## src/rtl/neuron_layer_scheduler_if.sv

```systemverilog
// Control/data bundle between the layer-level top (master) and the neuron
// scheduler (slave) that sequences the shared MAC datapath.
interface neuron_layer_scheduler_if #(
  parameter int EW = 6,
  parameter int NW = 2
);
  logic          start;
  logic [20:0]   acc_in;
  logic          busy;
  logic          ready;
  logic [NW-1:0] neuron_sel;
  logic [EW-1:0] elem_sel;
  logic          init_acc;
  logic          ld_acc;
  logic          res_we;
  logic [NW-1:0] res_addr;
  logic [20:0]   res_data;

  modport master (
    output start, acc_in,
    input  busy, ready, neuron_sel, elem_sel, init_acc, ld_acc,
           res_we, res_addr, res_data
  );

  modport slave (
    input  start, acc_in,
    output busy, ready, neuron_sel, elem_sel, init_acc, ld_acc,
           res_we, res_addr, res_data
  );
endinterface

```

## src/rtl/neuron_layer_scheduler.sv

```systemverilog
// Time-shares one bias + dot-product MAC across M neurons and stores scaled results.
// Define RELU_EN to clamp negative results to zero when they are stored.
//
// state | meaning
// IDLE  | waiting for start, all outputs low
// INIT  | load bias / clear accumulator for current neuron
// MAC   | accumulate element elem of current neuron (N cycles)
// STORE | write scaled accumulator to result slot of current neuron
// DONE  | one-cycle ready pulse, then back to IDLE
module neuron_layer_scheduler #(
  parameter int N     = 62,
  parameter int M     = 4,
  parameter int EW    = 6,
  parameter int NW    = 2,
  parameter int SHIFT = 9
) (
  input  logic                     clk,
  input  logic                     rst,
  neuron_layer_scheduler_if.slave  bus
);

  typedef enum logic [2:0] {IDLE, INIT, MAC, STORE, DONE} state_t;

  localparam logic [EW-1:0] ELEM_LAST   = EW'(N - 1);
  localparam logic [NW-1:0] NEURON_LAST = NW'(M - 1);

  state_t        state, stateNext;
  logic [EW-1:0] elem, elemNext;
  logic [NW-1:0] neuron, neuronNext;
  logic [19:0]   magScaled;
  logic [20:0]   storeData;

  always_ff @(posedge clk) begin
    if (rst) begin
      state  <= IDLE;
      elem   <= '0;
      neuron <= '0;
    end else begin
      state  <= stateNext;
      elem   <= elemNext;
      neuron <= neuronNext;
    end
  end

  // Element counter only advances inside MAC and is cleared everywhere else.
  always_comb begin
    stateNext  = state;
    elemNext   = '0;
    neuronNext = neuron;
    case (state)
      IDLE: begin
        neuronNext = '0;
        if (bus.start) stateNext = INIT;
      end
      INIT: stateNext = MAC;
      MAC: begin
        if (elem == ELEM_LAST) stateNext = STORE;
        else                   elemNext  = elem + 1'b1;
      end
      STORE: begin
        if (neuron == NEURON_LAST) begin
          stateNext  = DONE;
          neuronNext = '0;
        end else begin
          stateNext  = INIT;
          neuronNext = neuron + 1'b1;
        end
      end
      DONE:    stateNext = IDLE;
      default: stateNext = IDLE;
    endcase
  end

  assign magScaled = bus.acc_in[19:0] >> SHIFT;

`ifdef RELU_EN
  // Any set sign bit (including negative zero) stores zero.
  assign storeData = bus.acc_in[20] ? 21'd0 : {1'b0, magScaled};
`else
  assign storeData = {bus.acc_in[20], magScaled};
`endif

  always_comb begin
    bus.busy       = 1'b0;
    bus.ready      = 1'b0;
    bus.init_acc   = 1'b0;
    bus.ld_acc     = 1'b0;
    bus.res_we     = 1'b0;
    bus.neuron_sel = '0;
    bus.elem_sel   = '0;
    bus.res_addr   = '0;
    bus.res_data   = '0;
    case (state)
      INIT: begin
        bus.busy       = 1'b1;
        bus.init_acc   = 1'b1;
        bus.neuron_sel = neuron;
      end
      MAC: begin
        bus.busy       = 1'b1;
        bus.ld_acc     = 1'b1;
        bus.neuron_sel = neuron;
        bus.elem_sel   = elem;
      end
      STORE: begin
        bus.busy     = 1'b1;
        bus.res_we   = 1'b1;
        bus.res_addr = neuron;
        bus.res_data = storeData;
      end
      DONE:    bus.ready = 1'b1;
      default: ;
    endcase
  end

endmodule
```

## src/flat_wrapper.sv

```systemverilog
// flat-port wrapper written by rule: the top's interface ports become plain ports
module neuron_layer_scheduler_flat 
#(
  parameter int N     = 62,
  parameter int M     = 4,
  parameter int EW    = 6,
  parameter int NW    = 2,
  parameter int SHIFT = 9
)
  (clk, rst, bus_start, bus_acc_in, bus_busy, bus_ready, bus_neuron_sel, bus_elem_sel, bus_init_acc, bus_ld_acc, bus_res_we, bus_res_addr, bus_res_data);
  neuron_layer_scheduler_if #(.EW(EW), .NW(NW)) bus_i ();
  input  logic clk;
  input  logic rst;
  input wire logic [$bits(bus_i.start)-1:0] bus_start;
  input wire logic [$bits(bus_i.acc_in)-1:0] bus_acc_in;
  output wire logic [$bits(bus_i.busy)-1:0] bus_busy;
  output wire logic [$bits(bus_i.ready)-1:0] bus_ready;
  output wire logic [$bits(bus_i.neuron_sel)-1:0] bus_neuron_sel;
  output wire logic [$bits(bus_i.elem_sel)-1:0] bus_elem_sel;
  output wire logic [$bits(bus_i.init_acc)-1:0] bus_init_acc;
  output wire logic [$bits(bus_i.ld_acc)-1:0] bus_ld_acc;
  output wire logic [$bits(bus_i.res_we)-1:0] bus_res_we;
  output wire logic [$bits(bus_i.res_addr)-1:0] bus_res_addr;
  output wire logic [$bits(bus_i.res_data)-1:0] bus_res_data;
  assign bus_i.start = bus_start;
  assign bus_i.acc_in = bus_acc_in;
  assign bus_busy = bus_i.busy;
  assign bus_ready = bus_i.ready;
  assign bus_neuron_sel = bus_i.neuron_sel;
  assign bus_elem_sel = bus_i.elem_sel;
  assign bus_init_acc = bus_i.init_acc;
  assign bus_ld_acc = bus_i.ld_acc;
  assign bus_res_we = bus_i.res_we;
  assign bus_res_addr = bus_i.res_addr;
  assign bus_res_data = bus_i.res_data;
  neuron_layer_scheduler #(.N(N), .M(M), .EW(EW), .NW(NW), .SHIFT(SHIFT)) u_core (.clk(clk), .rst(rst), .bus(bus_i));
endmodule
```

## config.mk

```make
export PLATFORM = sky130hd
export DESIGN_NAME = neuron_layer_scheduler_flat
export DESIGN_NICKNAME = d
export VERILOG_FILES = /design/src/rtl/neuron_layer_scheduler_if.sv /design/src/rtl/neuron_layer_scheduler.sv /design/src/flat_wrapper.sv
export SDC_FILE = /design/constraint.sdc
export NUM_CORES = 1
export LEC_CHECK = 0
export CAP_MARGIN = 15
export CORE_MARGIN = 8
export CORE_UTILIZATION = 34
export CTS_BUF_LIST = sky130_fd_sc_hd__clkbuf_4 sky130_fd_sc_hd__clkbuf_8
export CTS_CLUSTER_DIAMETER = 200
export DETAILED_ROUTE_END_ITERATION = 10
export MAX_ROUTING_LAYER = met4
export PLACE_DENSITY = 0.93
export REMOVE_ABC_BUFFERS = 1
export SKIP_CTS_REPAIR_TIMING = 1
export SLEW_MARGIN = 10
export SYNTH_ARGS = -nofsm -noshare
export SYNTH_HDL_FRONTEND = slang
export SYNTH_SLANG_ARGS = --single-unit
```

## constraint.sdc

```tcl
create_clock -name clk -period 1.54 [get_ports clk]
set_input_delay 0.308 -clock clk [delete_from_list [all_inputs] [get_ports clk]]
set_output_delay 0.308 -clock clk [all_outputs]
set_load 0.05 [all_outputs]
```

Word-level counts from Yosys, hierarchy flattened:

Cells that the tools add are included.

* register bits after elaboration: 11
* bits in latches: 0
* memory bits (writable): 0
* ROM bits: 0
* output and inout bits: 36
* word-level logic and storage cells: 35
* memories kept: 0

* add/sub/neg operators: 2
* multiply operators: 0
* div/mod/pow operators: 0
* order comparisons: 0
* equal/unequal tests: 8
* shift-type cells: 0
* multiplexer cells: 15
* bitwise logic cells: 1
* reduce and logical (&&, ||, !) cells: 6

Operators by type and width (count)
* two-way mux 21 bit: 1
* one-hot mux 3 bit (4 select lines): 1
* two-way mux 3 bit: 3
* adder 6 x 1 -> 6 bit (second input constant): 1
* equality test 3 x 2 -> 1 bit (second input constant): 2
* equality test 6 bit (second input constant): 1
* two-way mux 2 bit: 3
* two-way mux 6 bit: 1
* OR reduction 3 bit: 2
* two-way mux 1 bit: 5
* one-hot mux 2 bit (2 select lines): 1
* equality test 3 x 1 -> 1 bit (second input constant): 1
* equality test 3 bit (second input constant): 1
* zero test 3 bit: 1
* adder 2 x 1 -> 2 bit (second input constant): 1
* equality test 2 bit (second input constant): 1
* inequality test 2 x 1 -> 1 bit (second input constant): 1
* inequality test 2 bit (second input constant): 1
* AND reduction 2 bit: 1
* nonzero test 2 bit: 1
* OR reduction 2 bit: 1
* inverter 1 bit: 1

Logic depth before layout (Yosys ltp):

Gate-level depths: netlist of run 1.

* depth after elaboration: 3
* gate-level depth with buffers: 5
* depth with buffers taken out: 5

Worst setup path before layout of run 1:

No wires, ideal clock.

* kind: reg-to-output
* start point: register u_core.state[2]
* end point: output port bus_elem_sel[1]
* data arrival time: 2027 ps
* slack: -795 ps
* stages on the path, launching flop included: 3
* buffers on the path: 1
* cell sequence: dfxtp_1 > buf_2 > nor4_1

* longest elaborated chain between the ends: 2

Ends and longest elaborated chain
* from (decl): line neuron_layer_scheduler.sv:27 `state_t state, stateNext;`
* from (signal assigned): line neuron_layer_scheduler.sv:39 `state <= stateNext;`
* equality test 3 x 2 -> 1 bit: line neuron_layer_scheduler.sv:93 `case (state)`
* two-way mux 6 bit: line neuron_layer_scheduler.sv:93
* to (decl): line flat_wrapper.sv:19 `output wire logic [$bits(bus_i.elem_sel)-1:0] bus_elem_sel;`

Every way passes these cells.

Worst setup path in the final report of run 1:

* start point: register u_core.state[1]
* end point: output port bus_res_addr[1]

* longest elaborated chain between the ends: 2

Ends and longest elaborated chain
* equality test 3 x 2 -> 1 bit: line neuron_layer_scheduler.sv:93
* two-way mux 2 bit: line neuron_layer_scheduler.sv:93
* to (decl): line flat_wrapper.sv:23 `output wire logic [$bits(bus_i.res_addr)-1:0] bus_res_addr;`

Every way passes these cells.

==> results of run 1 <==
-- final cells by class --
type                            instances  area, sq um  share of cell area [%]
Timing Repair Buffer                   48          749                    45.9
Multi-Input combinational cell         75          571                    35.0
Sequential cell                        11          226                    13.9
Tap cell                               28         35.0                    2.15
Clock buffer                            4         30.0                    1.84
Inverter                                4         20.0                    1.23
-- per-stage QoR --
step	setup TNS [ps]	hold slack, ps
floorplan	-11390	377
global placement	0	460
detailed placement	0	472
CTS	-5280	488
global route	-4910	527
finish	-3350	488
-- critical path: stages, from the launching register on --
cell and delay [ps]:
dfxtp_2 360, inv_4 70, nor3_4 200, buf_12 170, and2_1 170, buf_12 140
-- cells in the final DEF, fill, tap and decap left out, types with 2 or more instances in the layout --
| cell type | n |
|---|---|
| conb_1 | 9 |
| nor3_4 | 2 |
| nor2_1 | 6 |
| nand3_1 | 3 |
| buf_12 | 28 |
| o21ai_0 | 5 |
| a21oi_1 | 2 |
| clkdlybuf4s50_1 | 14 |
| inv_4 | 2 |
| and2_4 | 19 |
| nor3_1 | 2 |
| clkbuf_4 | 4 |
| dfxtp_2 | 2 |
| dfxtp_1 | 8 |
| ha_1 | 3 |
| inv_1 | 2 |
| nor2_2 | 2 |
| buf_4 | 5 |
| nor2b_1 | 2 |
| and2_1 | 3 |
| xor2_1 | 2 |
-- sequential cells by signal (all words and copies together) (netlist names) --
register / count
u_core.neuron: 2
u_core.elem: 6
u_core.state: 3
-- path summary, 6_finish.rpt --
check | endpoint | slack, ps | depth (start not counted)
setup / recovery | bus_res_addr[1] | -170 | 5
hold / removal | u_core.elem[0] | 490 | 1
setup reg to reg | u_core.state[0] | 230 | 5
hold reg to reg | u_core.elem[0] | 490 | 1
-- power by group through the flow --
| stage | Clock [W] | Sequential, W | Combinational [W] |
|---|---|---|---|
| after floorplan | 0 | 0.000323 | 0.000226 |
| after global placement | 0 | 0.000314 | 0.000437 |
| after detailed placement | 0 | 0.000316 | 0.000446 |
| after CTS | 0.000232 | 0.000309 | 0.000447 |
| after global routing | 0.000245 | 0.000317 | 0.000534 |
| final | 0.000223 | 0.000315 | 0.000514 |
-- kinds of logic after synthesis --
logic type,after synthesis
xor+xnor,4
other cells,1
fa+ha+maj,3
compound gates,10
buf+inv,17
flops,11
simple gates,49
-- per-layer routing --
layer / wire [um] / vias up
met5: 0 / -
met4: 62 / 0
met3: 207 / 4
met2: 1440 / 50
met1: 1140 / 381
li1: - / 394
==> flow_summary_export.csv, run 1 <==
group,metric,value,unit
status,violations,"negative setup slack",
logic_synthesis,yosys-top-cells-area,"dfxtp_1 (28%), and2_1 (18%), buf_4 (11%)",
clocking,cts_max_path_buffers,2,
run,maxCapViolations,0,
drt,drt-initial-drc-count,13,
timing,rsz0062_at_grt,"true",
critical_path,cp-end-kind,"output pin",
logic_synthesis,syn_inst,95,
timing,finalClockSkew,9.48,ps
timing,drv_slew,0,
timing,hold_violations,0,
logic_synthesis,synthAdderAreaFrac,4.83,%
logic_synthesis,netlist_area,777,sq um
logic_synthesis,synth_xor_area_share,4.51,%
logic_synthesis,synth_top_family_by_area,"simple AND/OR/NAND/NOR gates",
logic_synthesis,synthMuxAreaShare,0,%
logic_synthesis,synth_seq_area_share,28.3,%
cells_and_area,n_antenna_cell,0,
cells_and_area,fillCellCount,137,
critical_path,rr_startpoint,"u_core.elem[1]",
critical_path,cp_max_fo,16,
clocking,cts_tree,"built",
cells_and_area,layout.cells.non_filler,170,
global_routing,use_met2,22.6,%
critical_path,worstPathArrival,1400,ps
placement,place.gp.congestion,0.876,
cells_and_area,design_area,0.00163,sq mm
pwr,power_frac_comb,48.9,%
pwr,switchingPower,0.000410,W
pwr,p_leak,0.655,nW
drt,drt_wl_total,2.86,mm
die,rows,17,
cells_and_area,area.growth.synth_to_final,110,%
timing,setup_viol,25,
clocking,htree_levels,1,
global_routing,globalRouteMet1Util,12.9,%
pwr,swShare,39.0,%
die,die_x,63.8,um
placement,dpl.hpwl,2.27,mm
drt,ant_nets,0,
global_routing,grt_max_degree,17,
drt,drcViolationCount,0,
logic_synthesis,synth_edf_count,0,
cells_and_area,fin_nets,170,
die,io_pins,60,
pwr,pwr-share-seq,29.9,%
placement,postPlaceCellArea,0.00149,sq mm
hold_path,min_path_type,"flop to flop",
pwr,power.density,645,mW/mm^2
drt,firstDrtPassIters,4,
clocking,root_buffer,"clkbuf_4",
logic_synthesis,avgSynthCellArea,8.18,sq um
timing,fin_crit_sh,111,%
logic_synthesis,ys.flop_type,"dfxtp_1",
logic_synthesis,synth.top_cell.area_share,28.3,%
global_routing,grtUsageMet3,4.18,%
die,dieArea,0.00407,sq mm
timing,max_freq,0.586,GHz
pwr,p_int,0.000642,W
logic_synthesis,synth_commonest_cells,"and2_1 (22), buf_4 (11), dfxtp_1 (11)",
clocking,cts_buffers,3,
global_routing,grt_pass1_vias,870,
logic_synthesis,synth.most_common_cell,"and2_1",
cells_and_area,fin_util,74.5,%
drt,wl_per_cell,16.8,um
placement,port_buffers,41,
global_routing,busiest_layer,"met2",
hold_path,hold_start,"u_core.elem[0]",
logic_synthesis,ys_async_sr_fraction,0,%
global_routing,track_usage,13.1,%
clocking,cts.reportedPaths.clkPinSlew,80,ps
clocking,clock_latency,280,ps
logic_synthesis,yosys_warnings,0,
global_routing,grt_first_pass_wirelength,4.21,mm
die,initial_utilization,35.5,%
critical_path,critPathRequiredTime,1230,ps
critical_path,startpoint,"u_core.state[1]",
logic_synthesis,synthSimpleGateAreaFrac,39.3,%
logic_synthesis,ys_types,32,
timing,min_period,1710,ps
logic_synthesis,synth_compound_area_share,7.57,%
timing,setup_ws,-168,ps
pwr,p_total,0.00105,W
status,status,"finished with violations",
global_routing,antenna_found_initial,0,
critical_path,critPathLaunchType,"flop",
global_routing,gr-total-overflow,0,
cells_and_area,drive_gt1_share,49.3,%
pwr,ir_drop,0.000516,V
critical_path,path_class,"flop to output pin",
pwr,power.share.clock,21.2,%
die,fp.dieH,63.8,um
clocking,cts.sinks,11,
placement,placed_cells,166,
die,core,0.00219,sq mm
logic_synthesis,yosysTopAreaCell,"dfxtp_1",
drt,vias_per_cell,4.88,
drt,num_vias,829,
placement,preCtsSetupSlack,48.9,ps
logic_synthesis,yosys_register_bits,11,
Note: power is estimated with default switching activity, not from simulation.
==> run 2: changes to the inputs <==
--- a/config.mk
+++ b/config.mk
@@ -19,3 +19,4 @@
 export SYNTH_ARGS = -nofsm -noshare
 export SYNTH_HDL_FRONTEND = slang
 export SYNTH_SLANG_ARGS = --single-unit
+export TNS_END_PERCENT = 30
==> flow_summary_export.csv, run 2 (synthesized netlist as in run 1, its figures left out) <==
group,metric,value,unit
cells_and_area,n_antenna_cell,0,
timing,setup_ws,-181,ps
critical_path,cp_max_fo,8,
critical_path,cp-end-kind,"output pin",
critical_path,cp.buffers_inverters,3,
cells_and_area,fin_nets,170,
die,io_pins,60,
timing,rsz0062_at_grt,"true",
timing,fin_crit_sh,112,%
timing,finalClockSkew,11.5,ps
cells_and_area,regMostFlops,"u_core.elem",
global_routing,antenna_found_initial,0,
critical_path,r2r_slack,270,ps
die,die_x,63.8,um
drt,vias_per_cell,4.85,
critical_path,crit_slowest_cell,"dfxtp_4",
critical_path,critPathTopFamily,"buffers and inverters",
placement,preCtsSetupSlack,48.9,ps
drt,drt_wl_total,2.69,mm
pwr,power.density,644,mW/mm^2
clocking,htree_levels,1,
cells_and_area,final_common_cell,"buf_12",
die,rows,17,
critical_path,startpoint,"u_core.state[0]",
critical_path,path_class,"flop to output pin",
clocking,cts_buffers,3,
timing,timing.hold.ws,485,ps
pwr,p_total,0.00103,W
placement,dpl.hpwl,2.27,mm
die,fp.dieH,63.8,um
cells_and_area,layout.cells.non_filler,170,
global_routing,grt_first_pass_wirelength,4.21,mm
cells_and_area,largest_reg_flops,6,
drt,num_vias,825,
clocking,cts.sinks,11,
clocking,cts.reportedPaths.clkPinSlew,80,ps
die,dieArea,0.00407,sq mm
drt,wl_per_cell,15.8,um
cells_and_area,drive_gt1_share,44.4,%
pwr,p_leak,0.645,nW
critical_path,cpMostUsedCell,"buf_4",
run,maxCapViolations,0,
timing,setup_viol,25,
critical_path,reg2reg_to,"u_core.state[0]",
placement,place.gp.congestion,0.876,
pwr,ir_drop,0.000508,V
global_routing,track_usage,13.1,%
drt,drt-initial-drc-count,11,
critical_path,critPathRequiredTime,1230,ps
status,violations,"negative setup slack",
placement,placed_cells,166,
clocking,cts_tree,"built",
cells_and_area,layout_common_cells,"buf_12 (28), and2_4 (14), clkdlybuf4s50_1 (14)",
critical_path,crit_end,"bus_elem_sel[1]",
global_routing,gr-total-overflow,0,
clocking,cts_max_path_buffers,2,
die,initial_utilization,35.5,%
drt,drcViolationCount,0,
critical_path,worstPathArrival,1410,ps
status,status,"finished with violations",
global_routing,grt_pass1_vias,870,
critical_path,rr_startpoint,"u_core.elem[0]",
critical_path,worst-path-stages,4,
cells_and_area,fillCellCount,144,
cells_and_area,top_regs,"u_core.elem (6), u_core.state (3), u_core.neuron (2)",
drt,firstDrtPassIters,4,
critical_path,critPathLaunchType,"flop",
critical_path,crit_chain,"buf_4 > nor4_1 > buf_4 > buf_12",
placement,port_buffers,41,
timing,drv_slew,0,
die,core,0.00219,sq mm
clocking,clock_latency,280,ps
cells_and_area,area.growth.synth_to_final,105,%
critical_path,critPathMaxStageDelay,370,ps
critical_path,reg2reg_depth,4,
drt,ant_nets,0,
timing,hold_violations,0,
timing,min_period,1720,ps
global_routing,grt_max_degree,17,
timing,max_freq,0.581,GHz
hold_path,min_path_type,"flop to flop",
clocking,root_buffer,"clkbuf_4",
## run 2: area by class of cell
cell class	instances	area (sq um)	share of cell area [%]
timing repair buffer	48	746	46.8
multi-input combinational	75	536	33.6
sequential	11	226	14.2
tap	28	35.0	2.20
clock buffer	4	30.0	1.89
inverter	4	20.0	1.26
## run 2: how the worst min path moves through the flow
stage	start	to	slack, ps	cells past startpoint
after global placement	u_core.elem[0]	u_core.elem[0]	460	1
after CTS	u_core.elem[0]	u_core.elem[0]	490	1
after floorplan	rst	u_core.neuron[0]	380	1
final	u_core.elem[0]	u_core.elem[0]	490	1
after global routing	u_core.elem[5]	u_core.elem[5]	520	2
after detailed placement	u_core.elem[0]	u_core.elem[0]	470	1
## run 2: per-stage QoR
stage | util, % | setup TNS [ps] | area, sq um
floorplan | - | -11390 | 708
global placement | 68.0 | 0 | 1490
detailed placement | 68.0 | 0 | 1490
CTS | 69.3 | -5280 | 1520
global route | 72.7 | -4730 | 1590
finish | 72.7 | -2810 | 1590
## run 2: layer usage
layer / global-route usage, % / wire length (um) / part of all wire [%]
met1: 12.9 / 1060 / 39
met5: - / 0 / 0
met2: 22.6 / 1350 / 50
met3: 4.18 / 213 / 7.9
met4: 6.96 / 59 / 2.2
## run 2: report_power, final
group	internal [W]	switching (W)	total, W
clock network	0.000118	0.000105	0.000223
registers	0.000298	0.0000161	0.000314
logic	0.000218	0.000271	0.000488
total	0.000634	0.000391	0.00103
